File: src/rtl/response_router_pkg.sv
// response_router_pkg: output-register state encoding and default sizing shared by the response router files.
package response_router_pkg;
    localparam int DEF_PORTCOUNT     = 4;
    localparam int DEF_PORTADDRWIDTH = 2;
    localparam int DEF_DATAWIDTH     = 16;
    localparam int DEF_DEPTH         = 4;
    localparam logic [0:0] EMPTY = 1'b0;
    localparam logic [0:0] HOLD  = 1'b1;
    function automatic logic [31:0] onehot(input logic [31:0] idx);
        return 32'd1 << idx;
    endfunction
endpackage

File: src/rtl/tag_fifo.sv
// tag_fifo: in-order FIFO of port tags; pointers wrap modulo DEPTH, count tracks occupancy.
module tag_fifo #(
    parameter int WIDTH = 2,
    parameter int DEPTH = 4
) (
    input  logic                   clk,
    input  logic                   async_rst,
    input  logic                   push,
    input  logic [WIDTH-1:0]       push_data,
    input  logic                   pop,
    output logic [WIDTH-1:0]       head,
    output logic                   empty,
    output logic                   full,
    output logic [$clog2(DEPTH):0] count
);
    localparam int AW = $clog2(DEPTH);
    localparam int CW = AW + 1;
    logic [WIDTH-1:0] mem_q [DEPTH];
    logic [WIDTH-1:0] mem_d [DEPTH];
    logic [AW-1:0]    wr_q, wr_d, rd_q, rd_d;
    logic [CW-1:0]    cnt_q, cnt_d;
    always_comb begin
        mem_d = mem_q;
        wr_d  = push ? wr_q + 1'b1 : wr_q;
        rd_d  = pop ? rd_q + 1'b1 : rd_q;
        cnt_d = (push && !pop) ? cnt_q + 1'b1 : (pop && !push) ? cnt_q - 1'b1 : cnt_q;
        if (push)
            mem_d[wr_q] = push_data;
    end
    always_ff @(posedge clk or posedge async_rst) begin
        if (async_rst) begin
            mem_q <= '{default: '0};
            wr_q  <= '0;
            rd_q  <= '0;
            cnt_q <= '0;
        end else begin
            mem_q <= mem_d;
            wr_q  <= wr_d;
            rd_q  <= rd_d;
            cnt_q <= cnt_d;
        end
    end
    assign head  = mem_q[rd_q];
    assign empty = cnt_q == '0;
    assign full  = cnt_q == CW'(DEPTH);
    assign count = cnt_q;
endmodule

File: src/rtl/response_router.sv
// response_router: returns in-order responses from a shared resource to the port that issued each request,
// through a tag FIFO and a one-entry output holding register.
module response_router
    import response_router_pkg::*;
#(
    parameter int PORTCOUNT     = DEF_PORTCOUNT,
    parameter int PORTADDRWIDTH = DEF_PORTADDRWIDTH,
    parameter int DATAWIDTH     = DEF_DATAWIDTH,
    parameter int DEPTH         = DEF_DEPTH
) (
    input  logic                     clk,
    input  logic                     async_rst,
    input  logic                     clk_en,
    input  logic                     IssueValid,
    input  logic [PORTADDRWIDTH-1:0] IssuePort,
    output logic                     IssueReady,
    input  logic                     RespValid,
    input  logic [DATAWIDTH-1:0]     RespData,
    output logic                     RespReady,
    output logic [PORTCOUNT-1:0]     PortRespValid,
    output logic [DATAWIDTH-1:0]     PortRespData,
    input  logic [PORTCOUNT-1:0]     PortRespReady,
    output logic [PORTADDRWIDTH:0]   Outstanding,
    output logic                     RouteError
);
    logic [0:0]               state_q, state_d;
    logic [PORTADDRWIDTH-1:0] tag_q, tag_d;
    logic [DATAWIDTH-1:0]     data_q, data_d;
    logic                     err_q, err_d;
    logic                     port_ok, push, accept, tagged_ready;
    logic                     fifo_empty, fifo_full;
    logic [PORTADDRWIDTH-1:0] fifo_head;
    logic [$clog2(DEPTH):0]   fifo_count;
    assign port_ok      = 32'(IssuePort) < 32'(PORTCOUNT);
    assign tagged_ready = PortRespReady[tag_q];
    assign IssueReady   = clk_en && !fifo_full;
    assign RespReady    = clk_en && !fifo_empty && (state_q == EMPTY || tagged_ready);
    assign push         = IssueValid && IssueReady && port_ok;
    assign accept       = RespValid && RespReady;
    always_comb begin
        state_d = accept ? HOLD : (state_q == HOLD && clk_en && tagged_ready) ? EMPTY : state_q;
        tag_d   = accept ? fifo_head : tag_q;
        data_d  = accept ? RespData : data_q;
        err_d   = err_q || (clk_en && IssueValid && !port_ok) || (clk_en && RespValid && fifo_empty);
    end
    always_ff @(posedge clk or posedge async_rst) begin
        if (async_rst) begin
            state_q <= EMPTY;
            tag_q   <= '0;
            data_q  <= '0;
            err_q   <= 1'b0;
        end else begin
            state_q <= state_d;
            tag_q   <= tag_d;
            data_q  <= data_d;
            err_q   <= err_d;
        end
    end
    tag_fifo #(.WIDTH(PORTADDRWIDTH), .DEPTH(DEPTH)) u_tag_fifo (
        .clk       (clk),
        .async_rst (async_rst),
        .push      (push),
        .push_data (IssuePort),
        .pop       (accept),
        .head      (fifo_head),
        .empty     (fifo_empty),
        .full      (fifo_full),
        .count     (fifo_count)
    );
    assign PortRespValid = (state_q == HOLD) ? PORTCOUNT'(onehot(32'(tag_q))) : '0;
    assign PortRespData  = data_q;
    assign Outstanding   = (PORTADDRWIDTH+1)'(fifo_count);
    assign RouteError    = err_q;
endmodule

File: config.mk
export PLATFORM = sky130hd
export DESIGN_NAME = response_router
export DESIGN_NICKNAME = d
export VERILOG_FILES = /design/src/rtl/response_router_pkg.sv /design/src/rtl/tag_fifo.sv /design/src/rtl/response_router.sv
export SDC_FILE = /design/constraint.sdc
export NUM_CORES = 1
export LEC_CHECK = 0
export ABC_AREA = 1
export CAP_MARGIN = 20
export CELL_PAD_IN_SITES_DETAIL_PLACEMENT = 0
export CELL_PAD_IN_SITES_GLOBAL_PLACEMENT = 1
export CORE_MARGIN = 2
export CORE_UTILIZATION = 36
export CTS_CLUSTER_DIAMETER = 40
export DETAILED_ROUTE_END_ITERATION = 7
export PLACE_DENSITY = 0.89
export SKIP_CTS_REPAIR_TIMING = 1
export SLEW_MARGIN = 10
export SYNTH_ARGS = -nofsm -noshare
export SYNTH_HDL_FRONTEND = slang
export SYNTH_SLANG_ARGS = --single-unit
File: constraint.sdc
create_clock -name clk -period 4.56 [get_ports clk]
set_input_delay 0.912 -clock clk [delete_from_list [all_inputs] [get_ports clk]]
set_output_delay 0.912 -clock clk [all_outputs]
set_load 0.02 [all_outputs]
Word level (Yosys, flattened, before mapping)
Index checks and enable logic that the tools add are counted.
- logic and storage cells: 58
- output and inout port bits: 26
- register bits after elaboration: 35
- input bits: 27
- muxes and demuxes: 13
- magnitude comparators: 4
- shifts and indexed selects: 1
- bitwise gates (word level): 3
- reduce and logical (&&, ||, !) cells: 21
- add/subtract/negate cells: 4
- equality and inequality tests: 1
- operator list (kind ; number):
    logical AND 1 bit ; 12
    bitwise mux 8 bit ; 1
    >= comparator 3 bit (second input constant) ; 2
    two-way mux 2 bit ; 3
    two-way mux 3 bit ; 2
    NOT 2 -> 3 bit ; 2
    adder 2 x 1 -> 2 bit (second input constant) ; 2
    binary-select mux 2 bit (select 2 bit) ; 1
    demux 2 bit (select 2 bit) ; 1
    logical NOT 1 bit ; 4
    two-way mux 4 bit ; 1
    nonzero test 2 bit ; 2
    left shift 1 x 2 -> 4 bit (first input constant) ; 1
    adder 3 x 1 -> 3 bit (second input constant) ; 1
    equality test 3 bit (second input constant) ; 1
    logical NOT 3 bit ; 1
    less-than comparator 2 x 3 -> 1 bit (second input constant) ; 1
    less-than comparator 3 x 1 -> 1 bit (second input constant) ; 1
    two-way mux 1 bit ; 3
    subtractor 3 x 1 -> 3 bit (second input constant) ; 1
    binary-select mux 1 bit (select 2 bit) ; 1
    logical OR 1 bit ; 2
    NOT 1 bit ; 1

Longest topological paths before layout
Gate-level depths: netlist of the first run.
- depth after elaboration: 8
- gate-level depth with buffers: 14

By module
A second synthesis of the first run with hierarchy kept.
- cells, all modules: 195
- area, all modules: 1692.9 um^2
- by module, submodules not included (module ; area each (um^2) ; cells each ; seq. area each (um^2) ; instances):
    response_router ; 938.4 ; 110 ; 500.5 ; 1
    tag_fifo ; 754.5 ; 85 ; 375.4 ; 1

Worst setup path after synthesis of the first run
No wires, ideal clock.
- path kind: input to register
- start: input clk_en
- end: register u_tag_fifo.cnt_q[1] (netlist: u_tag_fifo.count[1])
- arrival time: 2.485 ns
- path buffers: 0
- setup slack: 1.950 ns
- setup time: 0.125 ns
- stages: 8
- cells stage by stage: inv_1 -> a21oi_1 -> nand2_1 -> clkinv_2 -> ha_1 -> inv_1 -> fa_1 -> mux2_2
- elaborated cells on any way between the ends: 11
- RTL lines (item ; RTL line ; source):
    from (decl) ; response_router.sv:13 ; input logic clk_en,
    logical AND 1 bit ; response_router.sv:36 ; assign IssueReady = clk_en && !fifo_full;
    net IssueReady ; response_router.sv:16 ; output logic IssueReady,
    logical AND 1 bit ; response_router.sv:38 ; assign push = IssueValid && IssueReady && port_ok;
    net push ; response_router.sv:30 ; logic port_ok, push, accept, tagged_ready;
    logical AND 1 bit ; tag_fifo.sv:26 ; cnt_d = (push && !pop) ? cnt_q + 1'b1 : (pop && !push) ? cnt_q - 1'b1 : cnt_q;
    two-way mux 3 bit ; tag_fifo.sv:26 ;
    net u_tag_fifo.cnt_d[1] ; tag_fifo.sv:21 ; logic [CW-1:0] cnt_q, cnt_d;
    to (signal assigned) ; tag_fifo.sv:40 ; cnt_q <= cnt_d;
    to (decl) ; tag_fifo.sv:21 ;
The timed path passes the listed nets, and every way through them passes these cells.
A chain may end at the register's enable or synchronous reset.

Worst setup path in the final report of the first run
- start: input PortRespReady[3]
- end: output RespReady
- word-level cells in the longest chain between the ends: 4
- ends and longest elaborated chain (item ; RTL line ; source):
    from (decl) ; response_router.sv:22 ; input logic [PORTCOUNT-1:0] PortRespReady,
    binary-select mux 1 bit (select 2 bit) ; response_router.sv:35 ; assign tagged_ready = PortRespReady[tag_q];
    two-way mux 1 bit (not written as such) ; response_router.sv:35 ;
    logical OR 1 bit ; response_router.sv:37 ; assign RespReady = clk_en && !fifo_empty && (state_q == EMPTY || tagged_ready);
    logical AND 1 bit ; response_router.sv:37 ;
    to (decl) ; response_router.sv:19 ; output logic RespReady,
Every way passes these cells. The select of a mux whose other input is x is not followed.

==> impl_results.md, run 1 <==
* Status: complete, no violations
* CP Capture Type: output pin
* Initial DRC count at 111
* Seq cells post-synth at 35
* Final worst slack at 1.04 ns
* CP Cell Sequence: clkdlybuf4s50_1 -> nand2_1 -> nand2_1 -> nand2_2 -> nand3_2 -> nand2_1 -> inv_1 -> clkdlybuf4s50_1
* Initial Util at 0.368
* DP HPWL at 2690 um
* CTS root buf: clkbuf_8
* Vias in the first global route at 1420
* Tot GR Track Use at 0.157
* Clock latency on the worst-skew pair at 0.28 ns
* Area Growth Syn to Fin at 39.3%
* Clock sink count at 35
* Placer Congestion at 0.793
* CP max stage cell: clkdlybuf4s50_1
* RSZ-0062 raised after global routing: no
* Routed vias/inst at 4.77
* Worst Path Buf+Inv at 3
* Die Y at 72.8 um
* Slew Limit Fails at 0
* Nets@finish at 287
* H-tree levels at 2
* Post-Synthesis Cells at 200
* Hold EP: PortRespData[3]
* Share of layout cells above drive strength 1 at 0.0667
* R2R cell count at 10
* Synth Area in XOR/XNOR at 0.0206
* Critical path depth at 8
* DP Worst Slack at 0.963 ns
* ANT cells at 0
* Routed length per instance at 12.2 um
* Hold_ws at 0.474 ns
* IO Count at 53
* Fin Setup TNS at 0 ns
* Hold path depth at 2
* Minimum clock period at 3.52 ns
* CTS tree: done
* Mux cell area share after synthesis at 0.00662
* Synth Area in Simple Gates at 0.282
* Final worst path period share at 0.773
* Min-delay worst type: flop to flop
* Reg clk slew, reported paths at 0.07 ns
* HP Start: PortRespData[3]
* Mean Syn Cell Area at 8.51 um2
* Die width at 72.8 um
* Clock tree buffer depth at 2
* Data required, critical path at 3.65 ns
* Combinational family with the most area after synthesis: simple AND/OR/NAND/NOR gates
* Final setup violation count at 0
* Arrival time of the worst setup path at 2.61 ns
* Global route overflow at 0
* Rel. slew slack at 0.693
* Most frequent CP cell: nand2_1
* Finished Layout Cells at 309
* Setup Skew at 0.00352 ns
* Largest net degree at the start of global routing at 27
* Top delay family on crit path: buffers and inverters
* Core area at 4630 um2
* Reg-to-Reg Start: tag_q[0]
* Initial antenna violation count at 0
* Row count at 25
* Worst R2R End: u_tag_fifo.count[1]
* Number of buffers added on ports at 52
* YS warnings at 0
* DR DRC count at 0
* PwrDens at 649 nW/um2
* Placed cell count at 300
* Max-cap violations at 0
* Crit path kind: primary input to output pin
* Final wirelength at 3770 um
* Total power at 1540 uW
* Compound-cell area share of the yosys netlist at 0.0441
* First-pass DRT Iterations at 4
* Worst setup SP type: primary input
* Syn Std Cell Area at 1700 um2
* Via count at 1473
* Worst reg-to-reg setup slack at 1.78 ns
* Fmax at 284 MHz
* Die ar. at 5290 um2
* Hold Vio Cnt, Final at 0
* Num CTS Buffers at 5
* Distinct cells, synth at 23
* CP Max Fanout at 22
* Syn Nets at 233
* Slowest stage delay, CP at 0.59 ns
* Seq/Total Area, Yosys at 0.515
* Adder-Cell Fraction of Synth Area at 0.0485
* Max VDD drop at 281 uV
* First-pass GRT wire length at 6390 um
* Pin slew with the least headroom to its limit at 0.460 ns
* DRT antenna net count at 0
* Leakage power at 0.00116 uW
[layer usage]
layer / vias up / global-route usage / share of wire
li1: 754 / - / -
met3: 8 / 0.0345 / 0.046
met5: - / 0 / 0
met1: 668 / 0.219 / 0.48
met2: 43 / 0.232 / 0.45
met4: 0 / 0.0741 / 0.021
[tightest hold or removal path, delay by kind of cell, from the launching register on]
kind,cells,cell delay [ns]
flip-flops,1,0.34
AND/OR/NAND/NOR,2,0.10
[placed cells by master (no fill, tap or decap), drive strengths merged, types with 4 or more instances in the layout]
cell and n:
o21ai 10, nor3 4, inv 22, clkdlybuf4s50 52, ha 5, buf 4
nand2 75, clkbuf 7, nand4 20, nand3 6, dfrtp 35
[cells by family after synthesis]
family | count (synthesis)
compound gates | 14
xor+xnor | 4
fa+ha+maj | 6
buf+inv | 32
flops | 35
mux | 1
simple gates | 108
[cell type report]
class	count	area [um2]
clock buffer	7	76.3
clock inverter	1	5.00
fill	430	2260
inverter	23	87.6
multi-input combinational	133	688
sequential	35	876
tap	54	67.6
timing repair buffer	56	571
[state kept, by name, indices dropped and copies added (netlist names)]
name and count:
u_tag_fifo.wr_q 2, u_tag_fifo.count 3, PortRespData 16, u_tag_fifo.rd_q 2, u_tag_fifo.mem_q 8, RouteError 1
tag_q 2, state_q 1
[per-stage QoR]
step	instance area (um2)	util
after floorplan	1700	-
after global placement	2260	0.489
after detailed placement	2260	0.489
after CTS	2340	0.506
after global routing	2370	0.512
final	2370	0.512
[power breakdown]
part           switching, uW  total [uW]  internal [uW]
combinational            414         750            336
clock                    106         213            107
sequential               115         574            460
[synthesized netlist by cell type, drive strengths merged]
| cell type | n | area share |
|---|---|---|
| a21oi | 3 | 0.0088 |
| o21ai | 10 | 0.029 |
| nand4 | 20 | 0.074 |
| nor2 | 3 | 0.0066 |
| fa | 1 | 0.012 |
| clkbuf | 3 | 0.0066 |
| clkinv | 1 | 0.0029 |
| xnor2 | 1 | 0.0051 |
| dfrtp | 35 | 0.51 |
| nor3 | 4 | 0.012 |
| xor2 | 3 | 0.015 |
| ha | 5 | 0.037 |
| a41o | 1 | 0.0059 |
| nand2 | 75 | 0.17 |
| nand3 | 6 | 0.024 |
| inv | 22 | 0.049 |
| mux2 | 1 | 0.0066 |
| buf | 6 | 0.025 |
[worst max-delay path by stage]
stage,startpoint,to,slack (ns)
after global routing,PortRespReady[3],RespReady,0.89
after floorplan,clk_en,u_tag_fifo.count[1],1.95
after global placement,PortRespReady[3],u_tag_fifo.count[1],1.0
after detailed placement,PortRespReady[3],u_tag_fifo.count[1],0.96
after CTS,PortRespReady[3],RespReady,1.02
final,PortRespReady[3],RespReady,1.04
No activity file was read; power rests on OpenSTA's default activity.
==> run 2, diff against run 1 <==
- CORE_UTILIZATION: 36 -> 30
- PLACE_DENSITY: 0.89 -> 0.8
- clock period: 4.56 -> 2.8 ns (I/O delays scaled with it)
==> run 2 against run 1 <==
Clock skew is essentially flat. Highest routed layer unchanged. Largest cell class unchanged. Non-clock buffer count grew 1. Flip-flop and latch count is the same. Critical path type unchanged.
==> impl_results.md, run 2 (same netlist as run 1, synthesis figures left out) <==
* Die Y at 79.3 um (+9.0%)
* Finished Layout Cells at 327 (+5.8%)
* CP Capture Type: output pin
* Clock sink count at 35 (unchanged)
* RSZ-0062 raised after global routing: no
* Pin slew with the least headroom to its limit at 0.449 ns (-0.0113 ns)
* Fmax at 382 MHz
* Leakage power at 0.00116 uW (about the same)
* CTS tree: done
* Worst setup SP type: primary input
* Initial Util at 0.309 (-0.0585)
* Final worst slack at 0.179 ns (-0.857 ns)
* Sequential Power Share at 0.368 (-0.005)
* Tot GR Track Use at 0.127 (-0.0295)
* H-tree levels at 2 (unchanged)
* Crit path kind: primary input to output pin
* Placed cell count at 320 (+6.7%)
* Largest net degree at the start of global routing at 36 (+33%)
* Arrival time of the worst setup path at 2.06 ns (-0.55 ns)
* DR DRC count at 0 (unchanged)
* Initial antenna violation count at 0 (unchanged)
* CP max stage cell: clkdlybuf4s50_1
* CP Cell Sequence: clkdlybuf4s50_1 -> nand2_1 -> nand2_1 -> nand2_2 -> nand3_2 -> nand2_1 -> inv_1 -> clkdlybuf4s50_1
* Rel. slew slack at 0.701 (+0.00787)
* DRT antenna net count at 0 (unchanged)
* Final worst path period share at 0.936
* Status: complete, no violations
* Slew Limit Fails at 0 (unchanged)
* Slowest stage delay, CP at 0.59 ns (about the same)
* Minimum clock period at 2.62 ns
* Clock latency on the worst-skew pair at 0.28 ns (about the same)
* Hold Vio Cnt, Final at 0 (unchanged)
* Power share of the clock group at 0.144 (+0.005)
* Final setup violation count at 0 (unchanged)
* Via count at 1434 (-2.6%)
* Setup Skew at 0.00366 ns (+0.000142 ns)
* Most frequent CP cell: nand2_1
* Number of buffers added on ports at 52 (unchanged)
* Area Growth Syn to Fin at 40.3%
* Global route overflow at 0 (unchanged)
* Fin Setup TNS at 0 ns (unchanged)
* Gate power share at 0.489 (about the same)
* First-pass GRT wire length at 6250 um (-2.2%)
* P_sw at 1030 uW (+62%)
* Num CTS Buffers at 5 (unchanged)
* Clock tree buffer depth at 2 (unchanged)
* Die width at 79.3 um (+9.0%)
* Core area at 5510 um2 (+19%)
* Int Pwr at 1500 uW (+66%)
* Max FFs per register at 16 (unchanged)
* DP Worst Slack at 0.137 ns (-0.826 ns)
* Row count at 27 (+8.0%)
* Die ar. at 6290 um2 (+19%)
* Share of layout cells above drive strength 1 at 0.0745 (+0.00784)
* Routed length per instance at 11.5 um (-5.4%)
* Reg clk slew, reported paths at 0.07 ns (about the same)
* Sw Share at 0.406 (-0.00678)
* ANT cells at 0 (unchanged)
* DP HPWL at 2740 um (+1.9%)
* PwrDens at 1060 nW/um2 (+63%)
* Routed vias/inst at 4.39 (-8.0%)
* Hold_ws at 0.474 ns (+0.000315 ns)
* Max-cap violations at 0 (unchanged)
* Initial DRC count at 62 (-44%)
* Data required, critical path at 2.24 ns (-1.41 ns)
* CTS root buf: clkbuf_8
* Min-delay worst type: flop to flop
* Post-layout util at 0.434 (-0.0786)
* Nets@finish at 288 (+0.35%)
* IO Count at 53 (unchanged)
* First-pass DRT Iterations at 4 (unchanged)
* Most common cell after layout, fill and taps aside: nand2_1
* Max VDD drop at 342 uV (+22%)
* Vias in the first global route at 1348 (-5.1%)
* Commonest cells after routing, fill and taps aside: nand2_1 (74), clkdlybuf4s50_1 (52), dfrtp_1 (35), inv_1 (21), nand4_1 (20)
* CP Max Fanout at 6 (-73%)
* Final wirelength at 3770 um (+0.13%)
* Placer Congestion at 0.774 (-2.5%)
run 2: cell types whose count changed in the layout (fill, tap and decap cells not counted):
cell,delta
clkbuf_8,+1
buf_16,-1
clkbuf_1,-2
buf_4,+2
run 2: path summary, 6_finish.rpt:
check                      depth (start not counted)                start  slack (ns)                   to
setup / recovery                                   8     PortRespReady[3]        0.18            RespReady
setup reg to reg                                   8  u_tag_fifo.count[0]        0.63  u_tag_fifo.count[1]
hold reg to reg                                    2     PortRespData[13]        0.47     PortRespData[13]
min in group asynchronous                          3            async_rst        0.67  u_tag_fifo.count[0]
hold / removal                                     2     PortRespData[13]        0.47     PortRespData[13]
max in group asynchronous                          3            async_rst        1.81   u_tag_fifo.rd_q[1]
run 2: critical path: cells and delay by family:
kind / cells / cell delay, ns
simple gates: 5 / 0.41
buf+inv: 3 / 1.09
run 2: cell type report:
class	count	area (um2)
clock buffers	6	82.6
clock inverters	1	5.00
fillers	548	3120
inverters	23	87.6
multi-input cells	133	688
flip-flops and latches	35	876
well taps	72	90.1
repair buffers	57	558
run 2: through the flow:
step	power [uW]	area, um2
finish	2530	2390
global route	2750	2390
floorplan	1670	1700
CTS	2560	2390
global placement	2160	2300
detailed placement	2190	2300
run 2: power groups by stage:
stage | clock network (uW) | logic (uW) | registers, uW
CTS | 375 | 1260 | 931
finish | 363 | 1230 | 929
floorplan | 0 | 607 | 1070
global placement | 0 | 1230 | 929
global route | 401 | 1390 | 963
detailed placement | 0 | 1250 | 939
run 2: layer usage:
metal  part of all wire  global-route usage  vias up
met3              0.051              0.0432        2
li1                   -                   -      750
met2               0.46               0.199       33
met1               0.49               0.168      649
met5                  0                   0        -
met4             0.0056              0.0362        0
